--- src/rtl/sram_arb_pkg.sv ---
// Shared types for the SRAM port arbiter.
//   arb_port_t : which requester owns an access (fetch or load/store).
//   arb_req_t  : one request as presented to the SRAM mux.
//   rr_pick    : round-robin winner between the two requesters.
package sram_arb_pkg;

  localparam int LEN_ADDR = 32;
  localparam int LEN_DATA = 64;
  localparam int LEN_STRB = LEN_DATA / 8;

  typedef enum logic {PORT_IF = 1'b0, PORT_D = 1'b1} arb_port_t;

  typedef struct packed {
    logic [LEN_ADDR-1:0] addr;
    logic [LEN_DATA-1:0] wdata;
    logic [LEN_STRB-1:0] wstrb;
  } arb_req_t;

  // On a conflict the port that did not win last time goes first.
  // With a single eligible port that port wins; with none the result is unused.
  function automatic arb_port_t rr_pick(logic elig_if, logic elig_d, arb_port_t last);
    if (elig_if && elig_d) begin
      return (last == PORT_D) ? PORT_IF : PORT_D;
    end else if (elig_d) begin
      return PORT_D;
    end else begin
      return PORT_IF;
    end
  endfunction

endpackage

--- src/rtl/sram_port_arbiter_if.sv ---
// Bundle of the fetch port, load/store port and SRAM macro signals.
//   slave  : the arbiter's view.
//   master : the view of the core side plus the SRAM macro.
// Handshake rule for every channel: a transfer happens in a cycle where valid
// and ready are both high; valid never waits for ready, while ready may depend
// combinationally on valid (and req_ready on resp_ready).
// The dbg_* signals expose the arbiter's internal state for observation.
interface sram_port_arbiter_if;
  import sram_arb_pkg::*;

  logic                if_req_valid;
  logic                if_req_ready;
  logic [LEN_ADDR-1:0] if_req_addr;
  logic                if_resp_valid;
  logic                if_resp_ready;
  logic [LEN_DATA-1:0] if_resp_data;

  logic                d_req_valid;
  logic                d_req_ready;
  logic [LEN_ADDR-1:0] d_req_addr;
  logic [LEN_DATA-1:0] d_req_wdata;
  logic [LEN_STRB-1:0] d_req_wstrb;
  logic                d_resp_valid;
  logic                d_resp_ready;
  logic [LEN_DATA-1:0] d_resp_data;

  logic [LEN_ADDR-1:0] sram_addra;
  logic [LEN_DATA-1:0] sram_dina;
  logic [LEN_STRB-1:0] sram_wea;
  logic                sram_ena;
  logic [LEN_DATA-1:0] sram_douta;

  arb_port_t           dbg_last_grant;
  logic                dbg_inflight_v;
  arb_port_t           dbg_inflight_port;

  modport slave (
    input  if_req_valid, if_req_addr, if_resp_ready,
    input  d_req_valid, d_req_addr, d_req_wdata, d_req_wstrb, d_resp_ready,
    input  sram_douta,
    output if_req_ready, if_resp_valid, if_resp_data,
    output d_req_ready, d_resp_valid, d_resp_data,
    output sram_addra, sram_dina, sram_wea, sram_ena,
    output dbg_last_grant, dbg_inflight_v, dbg_inflight_port
  );

  modport master (
    output if_req_valid, if_req_addr, if_resp_ready,
    output d_req_valid, d_req_addr, d_req_wdata, d_req_wstrb, d_resp_ready,
    output sram_douta,
    input  if_req_ready, if_resp_valid, if_resp_data,
    input  d_req_ready, d_resp_valid, d_resp_data,
    input  sram_addra, sram_dina, sram_wea, sram_ena,
    input  dbg_last_grant, dbg_inflight_v, dbg_inflight_port
  );

endinterface

--- src/rtl/sram_arb_resp_slot.sv ---
// One-entry response skid for one arbiter port.
//   hit        : this port owns the SRAM access issued last cycle.
//   douta      : SRAM read data (valid only while hit is high).
//   resp_ready : consumer accepts the response.
//   resp_valid / resp_data : response toward the consumer.
//   full       : skid holds an unconsumed word; the port must not be granted.
module sram_arb_resp_slot
  import sram_arb_pkg::*;
(
  input  logic                clk,
  input  logic                rst,
  input  logic                hit,
  input  logic [LEN_DATA-1:0] douta,
  input  logic                resp_ready,
  output logic                resp_valid,
  output logic [LEN_DATA-1:0] resp_data,
  output logic                full
);

  logic                full_q, full_d;
  logic [LEN_DATA-1:0] skid_q, skid_d;

  // douta only lives for one cycle, so a refused pass-through word is parked.
  // hit and full_q never coincide: the port is not granted while full.
  always_comb begin
    full_d = full_q;
    skid_d = skid_q;
    if (full_q) begin
      if (resp_ready) full_d = 1'b0;
    end else if (hit && !resp_ready) begin
      full_d = 1'b1;
      skid_d = douta;
    end
  end

  always_ff @(posedge clk or posedge rst) begin
    if (rst) begin
      full_q <= 1'b0;
      skid_q <= '0;
    end else begin
      full_q <= full_d;
      skid_q <= skid_d;
    end
  end

  assign resp_valid = full_q | hit;
  assign resp_data  = full_q ? skid_q : (hit ? douta : '0);
  assign full       = full_q;

endmodule

--- src/rtl/sram_port_arbiter.sv ---
// Shares one single-port byte-write SRAM between the fetch path (read-only)
// and the load/store path. Round-robin arbitration on conflict, one access per
// cycle, response one cycle after issue, one-entry skid per port.
//   clk, rst : clock and asynchronous active-high reset.
//   bus      : fetch/load-store request+response channels, SRAM macro pins,
//              and debug view of last_grant / in-flight tag.
module sram_port_arbiter
  import sram_arb_pkg::*;
(
  input  logic                 clk,
  input  logic                 rst,
  sram_port_arbiter_if.slave   bus
);

  arb_port_t last_grant_q, last_grant_d;
  logic      inflight_v_q, inflight_v_d;
  arb_port_t inflight_port_q, inflight_port_d;

  logic      if_full, d_full;
  logic      if_hit, d_hit;
  logic      elig_if, elig_d;
  logic      gnt_v;
  arb_port_t gnt_port;
  arb_req_t  if_req, d_req, win_req;

  assign if_hit = inflight_v_q && (inflight_port_q == PORT_IF);
  assign d_hit  = inflight_v_q && (inflight_port_q == PORT_D);

  // A port whose response is arriving now but is refused will need its skid,
  // so it cannot take a new access this cycle. Reset blocks every grant so
  // nothing reaches the SRAM while rst is high.
  assign elig_if = !rst && bus.if_req_valid && !if_full && !(if_hit && !bus.if_resp_ready);
  assign elig_d  = !rst && bus.d_req_valid  && !d_full  && !(d_hit  && !bus.d_resp_ready);

  assign gnt_v    = elig_if | elig_d;
  assign gnt_port = rr_pick(elig_if, elig_d, last_grant_q);

  always_comb begin
    if_req       = '0;
    if_req.addr  = bus.if_req_addr;
    d_req        = '0;
    d_req.addr   = bus.d_req_addr;
    d_req.wdata  = bus.d_req_wdata;
    d_req.wstrb  = bus.d_req_wstrb;
    win_req      = '0;
    if (gnt_v) win_req = (gnt_port == PORT_D) ? d_req : if_req;
  end

  assign bus.sram_ena     = gnt_v;
  assign bus.sram_addra   = win_req.addr;
  assign bus.sram_dina    = win_req.wdata;
  assign bus.sram_wea     = win_req.wstrb;
  assign bus.if_req_ready = gnt_v && (gnt_port == PORT_IF);
  assign bus.d_req_ready  = gnt_v && (gnt_port == PORT_D);

  always_comb begin
    inflight_v_d    = gnt_v;
    inflight_port_d = gnt_port;
    last_grant_d    = gnt_v ? gnt_port : last_grant_q;
  end

  // last_grant resets to D so the first conflict goes to fetch.
  always_ff @(posedge clk or posedge rst) begin
    if (rst) begin
      inflight_v_q    <= 1'b0;
      inflight_port_q <= PORT_IF;
      last_grant_q    <= PORT_D;
    end else begin
      inflight_v_q    <= inflight_v_d;
      inflight_port_q <= inflight_port_d;
      last_grant_q    <= last_grant_d;
    end
  end

  sram_arb_resp_slot u_if_slot (
    .clk        (clk),
    .rst        (rst),
    .hit        (if_hit),
    .douta      (bus.sram_douta),
    .resp_ready (bus.if_resp_ready),
    .resp_valid (bus.if_resp_valid),
    .resp_data  (bus.if_resp_data),
    .full       (if_full)
  );

  sram_arb_resp_slot u_d_slot (
    .clk        (clk),
    .rst        (rst),
    .hit        (d_hit),
    .douta      (bus.sram_douta),
    .resp_ready (bus.d_resp_ready),
    .resp_valid (bus.d_resp_valid),
    .resp_data  (bus.d_resp_data),
    .full       (d_full)
  );

  assign bus.dbg_last_grant    = last_grant_q;
  assign bus.dbg_inflight_v    = inflight_v_q;
  assign bus.dbg_inflight_port = inflight_port_q;

endmodule

--- src/flat_wrapper.sv ---
// flat-port wrapper written by rule: the top's interface ports become plain ports
module sram_port_arbiter_flat import sram_arb_pkg::*;
  (clk, rst, bus_if_req_valid, bus_if_req_addr, bus_if_resp_ready, bus_d_req_valid, bus_d_req_addr, bus_d_req_wdata, bus_d_req_wstrb, bus_d_resp_ready, bus_sram_douta, bus_if_req_ready, bus_if_resp_valid, bus_if_resp_data, bus_d_req_ready, bus_d_resp_valid, bus_d_resp_data, bus_sram_addra, bus_sram_dina, bus_sram_wea, bus_sram_ena, bus_dbg_last_grant, bus_dbg_inflight_v, bus_dbg_inflight_port);
  sram_port_arbiter_if bus_i ();
  input  logic clk;
  input  logic rst;
  input wire logic [$bits(bus_i.if_req_valid)-1:0] bus_if_req_valid;
  input wire logic [$bits(bus_i.if_req_addr)-1:0] bus_if_req_addr;
  input wire logic [$bits(bus_i.if_resp_ready)-1:0] bus_if_resp_ready;
  input wire logic [$bits(bus_i.d_req_valid)-1:0] bus_d_req_valid;
  input wire logic [$bits(bus_i.d_req_addr)-1:0] bus_d_req_addr;
  input wire logic [$bits(bus_i.d_req_wdata)-1:0] bus_d_req_wdata;
  input wire logic [$bits(bus_i.d_req_wstrb)-1:0] bus_d_req_wstrb;
  input wire logic [$bits(bus_i.d_resp_ready)-1:0] bus_d_resp_ready;
  input wire logic [$bits(bus_i.sram_douta)-1:0] bus_sram_douta;
  output wire logic [$bits(bus_i.if_req_ready)-1:0] bus_if_req_ready;
  output wire logic [$bits(bus_i.if_resp_valid)-1:0] bus_if_resp_valid;
  output wire logic [$bits(bus_i.if_resp_data)-1:0] bus_if_resp_data;
  output wire logic [$bits(bus_i.d_req_ready)-1:0] bus_d_req_ready;
  output wire logic [$bits(bus_i.d_resp_valid)-1:0] bus_d_resp_valid;
  output wire logic [$bits(bus_i.d_resp_data)-1:0] bus_d_resp_data;
  output wire logic [$bits(bus_i.sram_addra)-1:0] bus_sram_addra;
  output wire logic [$bits(bus_i.sram_dina)-1:0] bus_sram_dina;
  output wire logic [$bits(bus_i.sram_wea)-1:0] bus_sram_wea;
  output wire logic [$bits(bus_i.sram_ena)-1:0] bus_sram_ena;
  output wire logic [$bits(bus_i.dbg_last_grant)-1:0] bus_dbg_last_grant;
  output wire logic [$bits(bus_i.dbg_inflight_v)-1:0] bus_dbg_inflight_v;
  output wire logic [$bits(bus_i.dbg_inflight_port)-1:0] bus_dbg_inflight_port;
  assign bus_i.if_req_valid = bus_if_req_valid;
  assign bus_i.if_req_addr = bus_if_req_addr;
  assign bus_i.if_resp_ready = bus_if_resp_ready;
  assign bus_i.d_req_valid = bus_d_req_valid;
  assign bus_i.d_req_addr = bus_d_req_addr;
  assign bus_i.d_req_wdata = bus_d_req_wdata;
  assign bus_i.d_req_wstrb = bus_d_req_wstrb;
  assign bus_i.d_resp_ready = bus_d_resp_ready;
  assign bus_i.sram_douta = bus_sram_douta;
  assign bus_if_req_ready = bus_i.if_req_ready;
  assign bus_if_resp_valid = bus_i.if_resp_valid;
  assign bus_if_resp_data = bus_i.if_resp_data;
  assign bus_d_req_ready = bus_i.d_req_ready;
  assign bus_d_resp_valid = bus_i.d_resp_valid;
  assign bus_d_resp_data = bus_i.d_resp_data;
  assign bus_sram_addra = bus_i.sram_addra;
  assign bus_sram_dina = bus_i.sram_dina;
  assign bus_sram_wea = bus_i.sram_wea;
  assign bus_sram_ena = bus_i.sram_ena;
  assign bus_dbg_last_grant = bus_i.dbg_last_grant;
  assign bus_dbg_inflight_v = bus_i.dbg_inflight_v;
  assign bus_dbg_inflight_port = bus_i.dbg_inflight_port;
  sram_port_arbiter u_core (.clk(clk), .rst(rst), .bus(bus_i));
endmodule
--- config.mk ---
export PLATFORM = sky130hd
export DESIGN_NAME = sram_port_arbiter_flat
export DESIGN_NICKNAME = d
export VERILOG_FILES = /design/src/rtl/sram_arb_pkg.sv /design/src/rtl/sram_port_arbiter_if.sv /design/src/rtl/sram_arb_resp_slot.sv /design/src/rtl/sram_port_arbiter.sv /design/src/flat_wrapper.sv
export SDC_FILE = /design/constraint.sdc
export NUM_CORES = 1
export LEC_CHECK = 0
export ABC_AREA = 1
export CORE_AREA = 5 5 169 171
export DETAILED_ROUTE_END_ITERATION = 7
export DIE_AREA = 0 0 174 176
export GPL_ROUTABILITY_DRIVEN = 0
export PLACE_DENSITY = 0.73
export REMOVE_ABC_BUFFERS = 1
export SYNTH_ARGS = -nofsm -noshare
export SYNTH_HDL_FRONTEND = slang
export SYNTH_HIERARCHICAL = 1
export SYNTH_SLANG_ARGS = --single-unit
export TNS_END_PERCENT = 50
--- constraint.sdc ---
create_clock -name clk -period 2.2 [get_ports clk]
set_input_delay 0.44 -clock clk [delete_from_list [all_inputs] [get_ports clk]]
set_output_delay 0.44 -clock clk [all_outputs]
set_load 0.02 [all_outputs]
=== Word-level counts from Yosys, hierarchy flattened ===
Cells that the tools add are included.

* Multiplexer cells: 15
* Bitwise gates (word level): 7
* Reduce and logical (&&, ||, !) cells: 22

{| class="wikitable"
|+ Operator list
! cell !! count
|-
| $mux W64 || 4
|-
| $mux W104 || 2
|-
| $logic_and A1 B1 Y1 || 13
|-
| $mux W1 || 9
|-
| $logic_not A1 Y1 || 7
|-
| $not A1 Y1 || 4
|-
| $reduce_and A2 Y1 || 2
|-
| $or A1 B1 Y1 || 3
|}

* Register bits: 133
* Input bits: 206
* Output and inout bits: 240
* Word-level logic and storage cells: 51

=== Depth between registers and ports, before layout ===
Gate-level depths: netlist (run 1).

* Word-level depth: 9
* Gate-level depth with buffers: 9

=== By module ===
The synthesis (run 1) kept the hierarchy.

{| class="wikitable"
|+ By module, submodules not included
! module !! times used !! cells an instance !! area each (um^2) !! sequential area each (um^2)
|-
| sram_arb_resp_slot || 2 || 497 || 3,480.8 || 1,626.6
|-
| sram_port_arbiter || 1 || 285 || 1,421.4 || 76.3
|}

=== Worst setup path after synthesis (run 1) ===
No wires, ideal clock.

* Path type: flip-flop to output port
* Start: register u_core.inflight_v_q (netlist: u_core/bus.dbg_inflight_v)
* End: output bus_sram_addra[31]
* Arrival time: 1.429 ns
* Data required time: 1.760 ns
* Slack: 0.331 ns
* Stages on the path, launching flop included: 7
* Buffers on the path: 1
* Path through: dfrtp_1 > nand2_1 > nor2_2 > o21ai_2 > buf_4 > nand2_1 > nor2_1

* Elaborated cells between the ends (all ways): 14

{| class="wikitable"
|+ RTL lines
! item !! line !! source
|-
| from (decl) || sram_port_arbiter.sv:16 || <nowiki>logic inflight_v_q, inflight_v_d;</nowiki>
|-
| from (signal assigned) || sram_port_arbiter.sv:69 || <nowiki>inflight_v_q <= inflight_v_d;</nowiki>
|-
| $logic_and A1 B1 Y1 (on tied branches) || sram_port_arbiter.sv:26, sram_port_arbiter.sv:27 ||
|-
| $logic_and A1 B1 Y1 (on tied branches) || sram_port_arbiter.sv:32, sram_port_arbiter.sv:33 ||
|-
| $logic_not A1 Y1 (on tied branches) || sram_port_arbiter.sv:32, sram_port_arbiter.sv:33 ||
|-
| $logic_and A1 B1 Y1 (on tied branches) || sram_port_arbiter.sv:32, sram_port_arbiter.sv:33 ||
|-
| $or A1 B1 Y1 * || sram_port_arbiter.sv:35 || <nowiki>assign gnt_v = elig_if | elig_d;</nowiki>
|-
| named net bus_sram_ena || flat_wrapper.sv:25 || <nowiki>output wire logic [$bits(bus_i.sram_ena)-1:0] bus_sram_ena;</nowiki>
|-
| $mux W104 * || sram_port_arbiter.sv:46 || <nowiki>if (gnt_v) win_req = (gnt_port == PORT_D) ? d_req : if_req;</nowiki>
|-
| to (decl) || flat_wrapper.sv:22 || <nowiki>output wire logic [$bits(bus_i.sram_addra)-1:0] bus_sram_addra;</nowiki>
|}

Mark *: on every way through the listed nets, which the timed path passes. The rest lies on a longest branch.

=== Worst setup path after layout (run 1) ===
* Start: register u_core.inflight_port_q (netlist: u_core/bus.dbg_inflight_port)
* End: output bus_sram_addra[28]

* Cells in the longest elaborated chain, start to end: 9
* Elaborated cells between the ends (all ways): 15

{| class="wikitable"
|+ Ends and longest elaborated chain
! item !! line !! source
|-
| from (decl) || sram_port_arbiter.sv:17 || <nowiki>arb_port_t inflight_port_q, inflight_port_d;</nowiki>
|-
| from (signal assigned) || sram_port_arbiter.sv:70 || <nowiki>inflight_port_q <= inflight_port_d;</nowiki>
|-
| $not A1 Y1 || sram_port_arbiter.sv:26 || <nowiki>assign if_hit = inflight_v_q && (inflight_port_q == PORT_IF);</nowiki>
|-
| $logic_and A1 B1 Y1 || sram_port_arbiter.sv:26 ||
|-
| $logic_and A1 B1 Y1 || sram_port_arbiter.sv:32 || <nowiki>assign elig_if = !rst && bus.if_req_valid && !if_full && !(if_hit && !bus.if_resp_ready);</nowiki>
|-
| $logic_not A1 Y1 || sram_port_arbiter.sv:32 ||
|-
| $logic_and A1 B1 Y1 || sram_port_arbiter.sv:32 ||
|-
| $logic_and A1 B1 Y1 || sram_arb_pkg.sv:22 || <nowiki>if (elig_if && elig_d) begin</nowiki>
|-
| $mux W1 || sram_arb_pkg.sv:22 ||
|-
| $mux W104 || sram_port_arbiter.sv:46 ||
|-
| $mux W104 * || sram_port_arbiter.sv:46 ||
|}

Every way passes the cells marked *; elsewhere a longest branch is shown, timed or not.

==> metrics.txt, run 1 <==
Max Root-Sink Buffers 2; clock buffer count from CTS 17; Initial Util 31.37%; die width 174 µm; fin crit period 2.520 ns; unrepaired setup endpoints after global routing yes; worst setup margin -0.3198 ns; normalized max-slew margin 45.23%; Worst Clk Skew 0.01249 ns; Clk pwr share 26.8%; Hold Vio Cnt, Final 0; core area 26730 µm²; Cell Area, Placed 13810 µm²; cell-internal power 7.107 mW; setup TNS -34.00 ns; initial DRC count 1261; most common cell after layout, fill and taps aside nand2_1; Net Sw Power 4.002 mW; global-route wire length before repair 66030 µm; Layout Nets 2081; WL final 46440 µm; worst path cell trace inv_1 > nand3_2 > nand3_2 > nand2_8 > buf_12 > buf_4 > nand3_1 > nand2_1 > buf_4; status finished with violations; FMAX 396.9 MHz; startpoint types flop; DR vias 11.48k; register area share after synthesis 39.72%; Seq pwr share 32.5%; initial antenna violation count 7; worst path arrival time 2.08 ns; Hold WC Path Type in2async; Tcrit/Tclk final 114.5%; DRC viols 0; count of cell types in the netlist 20; YS warnings 6; CTS tree done; die area 30620 µm²; Synth Cell Area 8383 µm²; Design Area, Final 16930 µm²; max-slew violations 0; Area Growth Syn to Fin 102.0%; layout cells sized above 1 38.14%; routed len/inst 20.78 µm; Gate Count Post-Synth 1279; worst slew pin tran 0.8216 ns; # setup viols final 244; largest net degree at the start of global routing 67; failing checks negative setup slack; kind of cell adding the most delay to the critical path simple AND/OR/NAND/NOR gates; number of top-level pins 446; Crit path buffers/inverters 4; Slowest-stage cell, CP dfrtp_2; DPL Wire Length 29470 µm; Die Y 176 µm; Worst-path clk slew 0.07 ns; vias in the first global route 11.31k; PortBufs 445; CP required 1.76 ns; Pwr Total 11.11 mW; Avg Vias per Cell 5.137; GRT Residual Overflow 0; peak supply drop 541.0 µV; PD cells 656.1 nW/µm²; syn avg cell area 6.554 µm²; leakage 8.905 nW; commonest non-fill, non-tap cells in the layout nand2_1 (604), clkdlybuf4s50_1 (205), buf_6 (202), buf_4 (181); CTS sink cnt 133; GRT Util Overall 27.73%; H-tree Lvls 4; hold buffers post-CTS 0; clk root buf clkbuf_16; post-route ant nets 0; CP endpoint kind output port; worst reg-to-reg setup slack -0.08 ns; Pre-antenna DRT Iters 5; crit-path max cell delay 0.45 ns; Combinational Power Share 40.7%; Rows 60; max_cap viols 0; Setup CP Type reg2out; number of fill cells 2165; Util after Layout 63.36%; #FFs+latches synth 133; Clk Latency, worst-skew pair 0.43 ns; crit-path max FO 9; switch share 36.02%
[per-stage QoR]
step           setup WS (ns)  hold slack, ns  cells
2_1_floorplan         -2.272          0.1814   1182
3_3_place_gp         -0.6526          0.4532   2086
3_5_place_dp         -0.6951          0.4580   2086
4_1_cts              -0.3116          0.1280   2193
5_1_grt              -0.3906          0.1816   2233
6_report             -0.3198          0.1742   2235
[final timing paths]
check	startpoint	to	cells past startpoint
hold / removal	rst	u_core/bus.dbg_inflight_v	3
min in group clk	bus_if_resp_ready	u_core/u_if_slot/full	3
max in group asynchronous	rst	u_core/u_if_slot/skid_q[24]	4
hold reg to reg	u_core/u_d_slot/skid_q[45]	u_core/u_d_slot/skid_q[45]	2
setup / recovery	u_core/bus.dbg_inflight_port	bus_sram_addra[28]	9
setup reg to reg	u_core/bus.dbg_inflight_port	u_core/u_d_slot/skid_q[24]	13
[flip-flops by register name, indices dropped and copies added, names as in the netlist]
register and count:
u_core/bus.dbg_inflight_port 1, u_core/bus.dbg_inflight_v 1, u_core/bus.dbg_last_grant 1, u_core/u_d_slot/full 1
u_core/u_d_slot/skid_q 64, u_core/u_if_slot/full 1, u_core/u_if_slot/skid_q 64
[power groups by stage]
stage | Clock (mW) | Sequential (mW) | Combinational (mW)
detailed placement | 0 | 3.61 | 3.67
finish | 2.98 | 3.61 | 4.52
global route | 3.12 | 3.69 | 4.83
floorplan | 0 | 3.55 | 1.70
CTS | 3.00 | 3.58 | 3.98
global placement | 0 | 3.58 | 3.61
[tightest hold or removal path: stages]
cell	delay, ns
dlygate4sd2_1	0.29
inv_2	0.08
buf_4	0.13
[layer usage]
| layer | share of wire [%] | vias to the layer above | track usage (%) |
|---|---|---|---|
| li1 | - | 5199 | - |
| met1 | 33 | 5414 | 29.35 |
| met2 | 51 | 706 | 49.36 |
| met3 | 9.7 | 161 | 8.522 |
| met4 | 6.5 | 2 | 15.24 |
| met5 | 0.043 | - | 0 |
[synth_stat cells, drive strengths merged]
master / instances / share of area (%)
a21oi: 3 / 0.18
and2: 1 / 0.075
buf: 93 / 6.6
clkbuf: 4 / 0.18
dfrtp: 132 / 39
dfstp: 1 / 0.31
inv: 89 / 4.0
nand2: 710 / 32
nand3: 36 / 2.3
nand4: 128 / 9.6
nor2: 80 / 5.3
o21ai: 2 / 0.16
[layout make-up]
class	count	area, µm²	area share, %
Timing Repair Buffer	674	7182	42.41
Multi-Input combinational cell	960	5012	29.60
Clock buffer	18	439.2	2.593
Antenna cell	6	15.01	0.08867
Sequential cell	133	3334	19.69
Tap cell	341	426.7	2.520
Clock inverter	14	175.2	1.034
Inverter	89	349.1	2.061
[logic make-up after synthesis]
logic type / synth area share [%]
AOI/OAI and AO/OA: 0.3432
buffers and inverters: 10.76
and+or+nand+nor: 49.18
DFF: 39.72
[repair_timing]
item,in CTS,in global routing
buffers inserted,59,32
hold endpoints to repair,0,0
gates resized for setup,1113,430
pin swaps,26,48
setup endpoints to repair,300,301
cloned,17,7
(Power assumes the default switching activity.)
==> run 2, diff against run 1 <==
- MAX_ROUTING_LAYER: unset -> met4
==> run 2 against run 1 <==
Against the previous run: the flow still finishes with violations (negative setup slack); sequential power is essentially flat; setup slack gained 0.019 ns; critical endpoint is now bus_sram_dina[45]; largest power group unchanged; total power rose by 0.47%.
==> metrics.txt, run 2 (synthesis gave the netlist of run 1 again) <==
status finished with violations (unchanged); failing checks negative setup slack (unchanged); Pwr Total 11.16 mW (was 11.11 mW); PD cells 655.4 nW/µm² (was 656.1 nW/µm²); # setup viols final 254 (was 244); normalized max-slew margin 44.40% (was 45.23%); most common cell after layout, fill and taps aside nand2_1 (unchanged); Max Root-Sink Buffers 2 (unchanged); number of fill cells 2116 (was 2165); FMAX 399.8 MHz (was 396.9 MHz); cell-internal power 7.129 mW (was 7.107 mW); largest net degree at the start of global routing 67 (unchanged); Design Area, Final 17030 µm² (was 16930 µm²); clock buffer count from CTS 17 (unchanged); Worst Clk Skew 0.01513 ns (was 0.01249 ns); Tcrit/Tclk final 113.7% (was 114.5%); die width 174 µm (unchanged); Hold Vio Cnt, Final 0 (unchanged); core area 26730 µm² (unchanged); CP endpoint kind output port (unchanged); max_cap viols 0 (unchanged); Initial Util 31.37% (unchanged); Worst-path clk slew 0.07 ns (about the same); global-route wire length before repair 65960 µm (was 66030 µm); Pre-antenna DRT Iters 6 (was 5); Area Growth Syn to Fin 103.1% (was 102.0%); register area 3334 µm² (unchanged); Die Y 176 µm (unchanged); DRC viols 0 (unchanged); vias in the first global route 11.31k (about the same); CTS sink cnt 133 (unchanged); die area 30620 µm² (unchanged); worst slew pin tran 0.8341 ns (was 0.8216 ns); WHS 0.1651 ns (was 0.1742 ns); number of top-level pins 446 (unchanged); Seq pwr share 32.4% (was 32.5%); H-tree Lvls 4 (unchanged); Rows 60 (unchanged); worst path arrival time 2.06 ns (was 2.08 ns); PortBufs 445 (unchanged); Layout Nets 2080 (was 2081); WL final 47280 µm (was 46440 µm); Avg Vias per Cell 5.155 (was 5.137); leakage 8.955 nW (was 8.905 nW); startpoint types primary input (was flop); post-route ant nets 0 (unchanged); Cell Area, Placed 13810 µm² (unchanged); clk root buf clkbuf_16 (unchanged); CTS tree done (unchanged); routed len/inst 21.16 µm (was 20.78 µm); Setup CP Type in2out (was reg2out); CP required 1.76 ns (about the same); area of the multi-input gates 5042 µm² (was 5012 µm²); crit-path max FO 7 (was 9); DR vias 11.52k (was 11.48k); worst setup margin -0.3013 ns (was -0.3198 ns); GRT Util Overall 28.59% (was 27.73%); switch share 36.13% (was 36.02%); unrepaired setup endpoints after global routing yes (unchanged); Net Sw Power 4.033 mW (was 4.002 mW); fin crit period 2.501 ns (was 2.520 ns); Clk pwr share 26.8% (about the same); initial antenna violation count 6 (was 7); GRT Residual Overflow 0 (unchanged); Clk Latency, worst-skew pair 0.43 ns (about the same); peak supply drop 548.1 µV (was 541.0 µV); biggest regs u_core/u_d_slot/skid_q (64), u_core/u_if_slot/skid_q (64) (unchanged); Hold WC Path Type in2async (unchanged); hold buffers post-CTS 0 (unchanged); max-slew violations 0 (unchanged); initial DRC count 1290 (was 1261); DPL Wire Length 29470 µm (unchanged); layout cells sized above 1 38.95% (was 38.14%); commonest non-fill, non-tap cells in the layout nand2_1 (579), buf_6 (208), clkdlybuf4s50_1 (205), buf_4 (173) (was nand2_1 (604), clkdlybuf4s50_1 (205), buf_6 (202), buf_4 (181)); Combinational Power Share 40.9% (was 40.7%)
-- run 2: final cells by class --
class                      instances  share of cell area, %
clock buffer                      18                  2.579
timing repair buffer             673                  42.54
antenna                            6                0.08816
clock inverter                    14                  1.029
tap                              341                  2.505
sequential                       133                  19.58
multi-input combinational        960                  29.61
inverter                          89                  2.072
-- run 2: through the flow --
stage	worst slack [ns]	util, %	cells	TNS (ns)
floorplan	-2.272	-	1182	-505.02
global placement	-0.6526	51.66	2086	-65.27
detailed placement	-0.6951	51.66	2086	-70.94
CTS	-0.3116	59.39	2193	-40.17
global route	-0.3849	63.72	2234	-61.57
finish	-0.3013	63.72	2234	-38.43
-- run 2: power by group through the flow --
| stage | combinational [mW] | clock, mW | sequential, mW |
|---|---|---|---|
| after global placement | 3.61 | 0 | 3.58 |
| after CTS | 3.98 | 3.00 | 3.58 |
| final | 4.56 | 2.99 | 3.61 |
| after detailed placement | 3.67 | 0 | 3.61 |
| after global routing | 4.86 | 3.12 | 3.69 |
| after floorplan | 1.70 | 0 | 3.55 |
-- run 2: worst paths after layout --
check	slack [ns]	endpoint	startpoint	depth (start not counted)
min in group clk	0.43	u_core/u_if_slot/full	bus_if_resp_ready	3
min reg2reg	0.47	u_core/u_d_slot/skid_q[51]	u_core/u_d_slot/skid_q[51]	2
max reg2reg	-0.05	u_core/u_d_slot/skid_q[43]	u_core/bus.dbg_inflight_v	13
max in group asynchronous	1.27	u_core/u_if_slot/skid_q[45]	rst	4
min	0.17	u_core/bus.dbg_inflight_port	rst	3
max	-0.30	bus_sram_dina[45]	bus_d_req_valid	9
-- run 2: routing by layer --
metal | up-vias | GRT usage [%] | wire (µm)
met2 | 700 | 50.06 | 24140
met3 | 154 | 6.959 | 3867
li1 | 5203 | - | -
met4 | 0 | 14.58 | 2790
met1 | 5460 | 30.14 | 16480
met5 | - | - | 0
-- run 2: what timing repair did --
action,in CTS,in global routing
buffers inserted,59,31
pin swaps,26,57
setup endpoints to repair,300,301
endpoints found under the hold margin,0,0
gates resized for setup,1113,461
gates cloned,17,8
-- run 2: worst max-delay path, cell delays in order --
cell and delay (ns):
clkdlybuf4s50_1 0.56, nand2_4 0.10, nor2_4 0.18, nand2_8 0.12
buf_12 0.17, buf_12 0.14, buf_8 0.12, nor2_4 0.10
buf_6 0.12
